===== src/rtl/mul_pkg.sv =====
// Shared types and decode helpers for the RV32M multiply sequencer.
package mul_pkg;

  typedef enum logic [2:0] {IDLE, RUN, FIX, DONE} mul_state_t;

  localparam logic [2:0] MULSEL_NONE   = 3'b000;
  localparam logic [2:0] MULSEL_MUL    = 3'b001;
  localparam logic [2:0] MULSEL_MULH   = 3'b010;
  localparam logic [2:0] MULSEL_MULHSU = 3'b011;
  localparam logic [2:0] MULSEL_MULHU  = 3'b100;

  function automatic logic is_mul_op(input logic [2:0] mulsel);
    return (mulsel >= MULSEL_MUL) && (mulsel <= MULSEL_MULHU);
  endfunction

endpackage


===== src/rtl/mul_shift_add_core.sv =====
// Unsigned iterative shift-add multiplier datapath: BITS_PER_CYCLE multiplier
// bits retired per step, magnitude product optionally negated on output.
module mul_shift_add_core #(
  parameter int XLEN           = 32,
  parameter int BITS_PER_CYCLE = 1
) (
  input  logic                clk,
  input  logic                rst,
  input  logic                load,
  input  logic                step,
  input  logic                negate,
  input  logic [XLEN-1:0]     mcand,
  input  logic [XLEN-1:0]     mplier,
  output logic                last,
  output logic [2*XLEN-1:0]   product
);

  localparam int B     = BITS_PER_CYCLE;
  localparam int NITER = XLEN / BITS_PER_CYCLE;
  localparam int CNT_W = (NITER > 1) ? $clog2(NITER) : 1;

  logic [XLEN-1:0]   mcand_q;
  logic [2*XLEN-1:0] acc;
  logic [CNT_W-1:0]  cnt;
  logic [XLEN+B-1:0] pp;
  logic [XLEN+B-1:0] sum;

  // Upper half holds the running sum, lower half the unconsumed multiplier
  // bits; the extra B bits of sum absorb the carry before the right shift.
  always_comb begin
    pp  = {{B{1'b0}}, mcand_q} * {{XLEN{1'b0}}, acc[B-1:0]};
    sum = {{B{1'b0}}, acc[2*XLEN-1:XLEN]} + pp;
  end

  always_ff @(posedge clk) begin
    if (rst) begin
      mcand_q <= '0;
      acc     <= '0;
      cnt     <= '0;
    end else if (load) begin
      mcand_q <= mcand;
      acc     <= {{XLEN{1'b0}}, mplier};
      cnt     <= '0;
    end else if (step) begin
      acc <= {sum, acc[XLEN-1:B]};
      cnt <= cnt + CNT_W'(1);
    end
  end

  assign last    = (cnt == CNT_W'(NITER - 1));
  assign product = negate ? -acc : acc;

endmodule


===== src/rtl/mul_controller.sv =====
// RV32M multiply sequencer in EX: stalls the pipe while the shift-add core runs.
// Optional MUL_ZERO_SKIP_EN: zero operand completes in one cycle with result 0.
module mul_controller
  import mul_pkg::*;
#(
  parameter int XLEN           = 32,
  parameter int BITS_PER_CYCLE = 1
) (
  input  logic            clk,
  input  logic            Rst,
  input  logic            start,
  input  logic [2:0]      mulsel,
  input  logic [XLEN-1:0] rs1_data,
  input  logic [XLEN-1:0] rs2_data,
  input  logic [4:0]      rd_in,
  input  logic            flush,
  output logic            stall,
  output logic            done,
  output logic [XLEN-1:0] result,
  output logic [4:0]      rd_out,
  output logic            busy
);

  mul_state_t        state, next_state;
  logic              accept;
  logic              sign1, sign2;
  logic [XLEN-1:0]   mag1, mag2;
  logic              low_q, neg_q;
  logic [4:0]        rd_q;
  logic              last;
  logic [2*XLEN-1:0] product;
`ifdef MUL_ZERO_SKIP_EN
  logic              zero_op;
  assign zero_op = (rs1_data == '0) || (rs2_data == '0);
`endif

  // rs1 is signed except for mulhu; rs2 only for mul/mulh (mul's low half is
  // sign-agnostic, so treating it as signed is safe).
  always_comb begin
    sign1 = (mulsel != MULSEL_MULHU) && rs1_data[XLEN-1];
    sign2 = ((mulsel == MULSEL_MUL) || (mulsel == MULSEL_MULH)) && rs2_data[XLEN-1];
    mag1  = sign1 ? -rs1_data : rs1_data;
    mag2  = sign2 ? -rs2_data : rs2_data;
  end

  always_comb begin
    next_state = state;
    accept     = 1'b0;
    stall      = 1'b0;
    case (state)
      IDLE: begin
        if (start && is_mul_op(mulsel) && !flush) begin
          accept = 1'b1;
          stall  = 1'b1;
`ifdef MUL_ZERO_SKIP_EN
          next_state = zero_op ? DONE : RUN;
`else
          next_state = RUN;
`endif
        end
      end
      RUN: begin
        stall = 1'b1;
        if (last) next_state = FIX;
      end
      FIX: begin
        stall      = 1'b1;
        next_state = DONE;
      end
      DONE:    next_state = IDLE;
      default: next_state = IDLE;
    endcase
    if (flush) next_state = IDLE;
  end

  always_ff @(posedge clk) begin
    if (Rst) begin
      state  <= IDLE;
      low_q  <= 1'b0;
      neg_q  <= 1'b0;
      rd_q   <= '0;
      result <= '0;
      rd_out <= '0;
    end else begin
      state <= next_state;
      if (accept) begin
        low_q <= (mulsel == MULSEL_MUL);
        neg_q <= sign1 ^ sign2;
        rd_q  <= rd_in;
      end
      if ((state == FIX) && !flush) begin
        result <= low_q ? product[XLEN-1:0] : product[2*XLEN-1:XLEN];
        rd_out <= rd_q;
      end
`ifdef MUL_ZERO_SKIP_EN
      if (accept && zero_op) begin
        result <= '0;
        rd_out <= rd_in;
      end
`endif
    end
  end

  assign busy = (state != IDLE);
  assign done = (state == DONE) && !flush;

  mul_shift_add_core #(
    .XLEN           (XLEN),
    .BITS_PER_CYCLE (BITS_PER_CYCLE)
  ) u_core (
    .clk     (clk),
    .rst     (Rst),
    .load    (accept),
    .step    (state == RUN),
    .negate  ((state == FIX) && neg_q),
    .mcand   (mag1),
    .mplier  (mag2),
    .last    (last),
    .product (product)
  );

endmodule


===== config.mk =====
export PLATFORM = sky130hd
export DESIGN_NAME = mul_controller
export DESIGN_NICKNAME = d
export VERILOG_FILES = /design/src/rtl/mul_pkg.sv /design/src/rtl/mul_shift_add_core.sv /design/src/rtl/mul_controller.sv
export SDC_FILE = /design/constraint.sdc
export NUM_CORES = 1
export LEC_CHECK = 0
export ABC_CLOCK_PERIOD_IN_PS = 4200
export BUFFER_PORTS_ARGS = -buffer_cell sky130_fd_sc_hd__buf_2
export CAP_MARGIN = 20
export CORE_MARGIN = 2
export CORE_UTILIZATION = 45
export CTS_CLUSTER_DIAMETER = 120
export DETAILED_ROUTE_END_ITERATION = 12
export PLACE_DENSITY = 0.74
export SLEW_MARGIN = 30
export SYNTH_ARGS = -nofsm -noshare
export SYNTH_HDL_FRONTEND = slang
export SYNTH_SLANG_ARGS = --single-unit

===== constraint.sdc =====
create_clock -name clk -period 4.2 [get_ports clk]
set_clock_uncertainty 0.1 [all_clocks]
set_input_delay 0.84 -clock clk [delete_from_list [all_inputs] [get_ports clk]]
set_output_delay 0.84 -clock clk [all_outputs]
set_load 0.02 [all_outputs]

== After elaboration in Yosys (flattened, before gate mapping) ==
Cells that the tools add are included.
W data, S select, Z words.
Storage, ports and cells
  register bits: 148
  input bits: 76
  output and inout port bits: 40
  logic and storage cells: 57
Cells by class
  add/sub/neg operators: 5
  multipliers: 1
  magnitude comparators: 2
  equal/unequal tests: 9
  mux-type cells: 12
  bitwise gates (word level): 1
  reduce and logical (&&, ||, !) cells: 17
Operators by type and width (count)
  $mux W32: 5
  $mux W64: 1
  $neg A32 Y32: 2
  $neg A64 Y64: 1
  $add A32 B33 Y33: 1
  $mul A32 B1 Y33: 1
  $eq A3 B2 Y1 const B: 3
  $pmux W3 S3: 1
  $logic_and A1 B1 Y1: 8
  $eq A3 B1 Y1 const B: 2
  $mux W3: 2
  $reduce_or A2 Y1: 3
  $add A5 B1 Y5 const B: 1
  $eq A5 B5 Y1 const B: 1
  $ne A2 B2 Y1 const B: 2
  $ge A3 B1 Y1 const B: 1
  $le A3 B3 Y1 const B: 1
  $logic_not A3 Y1: 1
  $ne A3 B3 Y1 const B: 1
  $reduce_bool A3 Y1: 1
  $mux W1: 2
  $pmux W1 S2: 1
  $reduce_and A2 Y1: 1
  $reduce_bool A2 Y1: 1
  3 further kinds: 3

== Longest topological paths before layout ==
  depth after elaboration: 7
  mapped depth: 13
  depth with buffers taken out: 11

== Cells and area by module ==
A second synthesis with hierarchy kept.
Second synthesis, totals
  cell total of the unflattened synthesis: 1352
  area, all modules: 10699.0 µm²
Modules (own cells, without submodules)
  mul_shift_add_core: times used 1, cells each 923, area an instance 7268.2 µm², sequential area each 2021.9 µm²
  mul_controller: times used 1, cells each 429, area an instance 3430.8 µm², sequential area each 920.9 µm²

== Least setup slack after synthesis ==
OpenSTA, ideal clock, no wires.
  kind: input to output
  start point: in mulsel[1]
  end point: out stall
  data arrival time: 2.411 ns
  required time: 3.260 ns
  path slack: 0.849 ns
  stages on the path: 8
  path buffers: 2
  cells stage by stage: nor2_1 > xor2_1 > nor3b_1 > and2_1 > clkbuf_1 > clkbuf_1 > nor2_1 > nor2_1
On the way
  cells in the longest elaborated chain, start to end: 6
  elaborated cells between the ends (all ways): 7
  those cells by class: order compare: 2; mux: 2; reduce/logical: 3
RTL lines
  from (decl): RTL line mul_controller.sv:12  | input logic [2:0] mulsel,
  $ge A3 B1 Y1 / $le A3 B3 Y1 (equally long branches): RTL line mul_pkg.sv:13  | return (mulsel >= MULSEL_MUL) && (mulsel <= MULSEL_MULHU);
  $logic_and A1 B1 Y1 *: RTL line mul_pkg.sv:13
  $logic_and A1 B1 Y1 * (2 in a row): RTL line mul_controller.sv:52  | if (start && is_mul_op(mulsel) && !flush) begin
  $mux W1 *: RTL line mul_controller.sv:52
  $pmux W1 S2 *: RTL line mul_controller.sv:50  | case (state)
  to (decl): RTL line mul_controller.sv:17  | output logic stall,
Every way passes the cells marked *; elsewhere a longest branch is shown, timed or not.

== Worst setup path in the final report ==
  start point: reg u_core.acc[0]
  end point: reg u_core.acc[49]
On the way
  cells in the longest elaborated chain, start to end: 2
RTL lines
  from (decl): RTL line mul_shift_add_core.sv:23  | logic [2*XLEN-1:0] acc;
  from (signal assigned): RTL line mul_shift_add_core.sv:42  | acc <= {{XLEN{1'b0}}, mplier};
  from (signal assigned): RTL line mul_shift_add_core.sv:45  | acc <= {sum, acc[XLEN-1:B]};
  $mul A32 B1 Y33: RTL line mul_shift_add_core.sv:31  | pp = {{B{1'b0}}, mcand_q} * {{XLEN{1'b0}}, acc[B-1:0]};
  $add A32 B33 Y33: RTL line mul_shift_add_core.sv:32  | sum = {{B{1'b0}}, acc[2*XLEN-1:XLEN]} + pp;
No other way between the ends.
A chain may end at the register's enable or synchronous reset.

==> metrics.yaml <==
outcome:
  status: "finished clean"
clocking:
  ctsResizeCount: 0
  clock_sinks: 147
  cts_root_buf: "sky130_fd_sc_hd__clkbuf_16"
  clock_tree_from_tritoncts: "yes"
  clock_transition_at_the_registers_of_the_reported_paths_ns: 0.07
  htreeDepth: 4
  post_cts.repair.setup_buffers: 0
  clock_tree.buffer_depth: 2
  post_cts_hold_buffer_count: 0
  numCtsBuffers: 17
  clk_latency_ns: 0.43
detailed_routing:
  detail_route.vias_per_cell: 5.82
  route.detailed.drc: 0
  route.detailed.wl_per_inst_um: 17.2
  first_iter_violations: 727
  routed-via-count: 9644
  final_antenna_net_count: 0
  detailed_routing_iteration_count_for_the_pre_antenna_repair_pass: 7
  detail_route.wirelength_mm: 28.5
synth:
  synthDistinctLibCells: 76
  synth_nets: 1406
  postSynthRegisterBits: 147
  synth-async-reset-ratio_pct: 0
  sequential_cell_area_fraction_in_the_yosys_report_pct: 28.9
  yosys_warnings: 0
  syn-instance-count: 1287
  synth_flop_cell: "sky130_fd_sc_hd__dfxtp_1"
  postSynthAreaPerCell_um2: 7.91
  netlist_area_um2: 10200
  synth_enable_flop_cells: 0
floorplan:
  floorplan.initialDensity_pct: 45.4
  pin_count: 116
  floorplan.die_area_um2: 23800
  design.core.area_um2: 22400
  row_count: 55
  fp.dieH_um: 154
  die_width_um: 154
worst_setup_path:
  cpMaxStageDelayCell: "sky130_fd_sc_hd__dfxtp_1"
  timing.critical_path.arrival_ns: 3.80
  timing.critical_path.max_delay_family: "compound AO/OA/AOI/OAI gates"
  timing.critical_path.to_type: "register"
  r2r_start: "u_core.acc[0]"
  crit_required_ns: 4.38
  crit_path_start_kind: "register"
  crit_path_max_incr_delay_ns: 0.51
  setup.worst_path.start: "u_core.acc[0]"
  crit_path_frequent_cell: "sky130_fd_sc_hd__nor2_1"
  setup.worst_path.class: "reg -> reg"
  path_max_fanout: 29
  cp.buffers_inverters: 0
  worstPathCellList: "and2_1, ha_1, fa_1, a21oi_1, nor2_1, o311ai_0, a21boi_1, o2111a_1, or4_1, a31oi_1, nor2_1"
timing:
  finalSetupTns_ns: 0
  report.final.setup_viol: 0
  max_slew_margin_pct: 35.0
  post-route-period-util_pct: 86.1
  maxClockFrequency_mhz: 276
  slew_violations: 0
  hold_viol: 0
  fin_crit_ns: 3.62
  grt_setup_unrepaired: "false"
  worst_slew_pin_slew_ns: 0.976
grt:
  grt.overflow.total: 0
  grt_antenna_before_repair: 0
  grt_usage_pct: 23.7
  via_count_of_the_first_global_routing_pass: 8694
  grt_first_pass_wirelength_mm: 45.5
  grt_max_degree: 69
power_and_ir_drop:
  irDropWorstVdd_mv: 0.287
  power.switching_mw: 1.03
  power.density_nw_per_um2: 308
  clock_power_share_pct: 43.6
  power.switching_fraction_pct: 28.9
  pwr-share-seq_pct: 42.2
  cellLeakagePower_nw: 4.46
  comb_power_share_pct: 14.3
  cellInternalPower_mw: 2.53
finish:
  nNetsFinal: 1479
  area_growth_pct: 13.3
  antenna_cells: 0
  filler_cell_count: 2156
  drive_above_1_share_pct: 13.9
  fin_area_um2: 11500
placed_design:
  placer_s_final_routability_congestion_estimate: 0.934
  detailedPlacementHpwl_mm: 21.8
  place.port_buffers: 115
  post_dp_cell_area_um2: 10900
hold_path:
  hold_path.class: "reg -> reg"
  min_from: "result[25]"
run:
  max-cap-violations: 0
## metrics by stage
stage / setup WS (ns) / cells / total power [mW] / hold slack, ns / util, %
2_1_floorplan: 0.849 / 1287 / 1.87 / 0.327 / -
3_3_place_gp: 0.671 / 1626 / 2.02 / 0.328 / 48.8
5_1_grt: 0.255 / 1658 / 3.70 / 0.364 / 51.4
4_1_cts: 0.604 / 1658 / 3.57 / 0.344 / 51.4
3_5_place_dp: 0.629 / 1626 / 2.03 / 0.330 / 48.8
6_report: 0.582 / 1658 / 3.56 / 0.343 / 51.4
## Yosys cell counts (14+ instances only)
cell,n,area [µm²]
sky130_fd_sc_hd__a211oi_1,60,450
sky130_fd_sc_hd__a21oi_1,91,455
sky130_fd_sc_hd__and2_1,38,238
sky130_fd_sc_hd__clkbuf_1,58,218
sky130_fd_sc_hd__dfxtp_1,147,2940
sky130_fd_sc_hd__ha_1,42,526
sky130_fd_sc_hd__inv_1,23,86.3
sky130_fd_sc_hd__mux2i_1,53,531
sky130_fd_sc_hd__nand2_1,128,480
sky130_fd_sc_hd__nand3_1,26,130
sky130_fd_sc_hd__nor2_1,152,571
sky130_fd_sc_hd__nor3_1,28,140
sky130_fd_sc_hd__o21ai_0,66,330
sky130_fd_sc_hd__o31ai_1,27,203
sky130_fd_sc_hd__or3_1,14,87.6
sky130_fd_sc_hd__xnor2_1,82,718
sky130_fd_sc_hd__xor2_1,57,499
## sequential cells by signal (all words and copies together) (netlist names)
name            cells
state               2
u_core.acc         64
u_core.mcand_q     32
rd_out              5
neg_q               1
rd_q                5
low_q               1
u_core.cnt          5
result             32
## tightest hold or removal path: stages, from the launching register on
cell	delay, ns
sky130_fd_sc_hd__dfxtp_1	0.31
sky130_fd_sc_hd__nand2_1	0.04
sky130_fd_sc_hd__o21ai_1	0.05
## metal layers
layer  vias up  routed length [µm]  track usage [%]
met4         0                 653             7.32
met2       341               12600             37.1
li1       4799                   -                -
met1      4461               13600             33.8
met3        43                1670             3.42
met5         -                   0                0
## power by group through the flow
stage	registers [mW]	clock network, mW	logic, mW
floorplan	1.50	0	0.366
global placement	1.53	0	0.493
detailed placement	1.53	0	0.501
CTS	1.50	1.57	0.503
global route	1.51	1.63	0.560
finish	1.50	1.55	0.507
## cell type report
type / count / area [µm²] / share of cell area, %
Sequential cell: 147 / 2940 / 25.5
Multi-Input combinational cell: 1042 / 6880 / 59.6
Clock inverter: 15 / 171 / 1.49
Tap cell: 285 / 357 / 3.09
Inverter: 24 / 90.1 / 0.781
Clock buffer: 17 / 425 / 3.69
Timing Repair Buffer: 128 / 673 / 5.83
## final timing paths
kind                                       end  slack (ns)  cells past startpoint
worst max-delay path            u_core.acc[49]        0.58                     11
worst min-delay path                result[25]        0.34                      2
worst max register to register  u_core.acc[49]        0.58                     11
worst min register to register      result[25]        0.34                      2
## cells in the final DEF (no fill, tap or decap), types with 28 or more instances in the layout
cell,instances
sky130_fd_sc_hd__mux2i_1,53
sky130_fd_sc_hd__dfxtp_1,146
sky130_fd_sc_hd__nand2_1,127
sky130_fd_sc_hd__buf_2,115
sky130_fd_sc_hd__nor3_1,28
sky130_fd_sc_hd__ha_1,41
sky130_fd_sc_hd__a21oi_1,91
sky130_fd_sc_hd__xor2_1,57
sky130_fd_sc_hd__xnor2_1,82
sky130_fd_sc_hd__and2_1,36
sky130_fd_sc_hd__o21ai_0,66
sky130_fd_sc_hd__nor2_1,151
sky130_fd_sc_hd__a211oi_1,60
## cells by family after synthesis
logic type                 synth area share [%]
xor gates and xnor gates                   12.0
buffers and inverters                      3.74
DFF                                        28.9
and+or+nand+nor                            22.1
adders and majority gates                  5.36
AOI/OAI and AO/OA                          22.6
muxes                                      5.43
(Power assumes the default switching activity.)
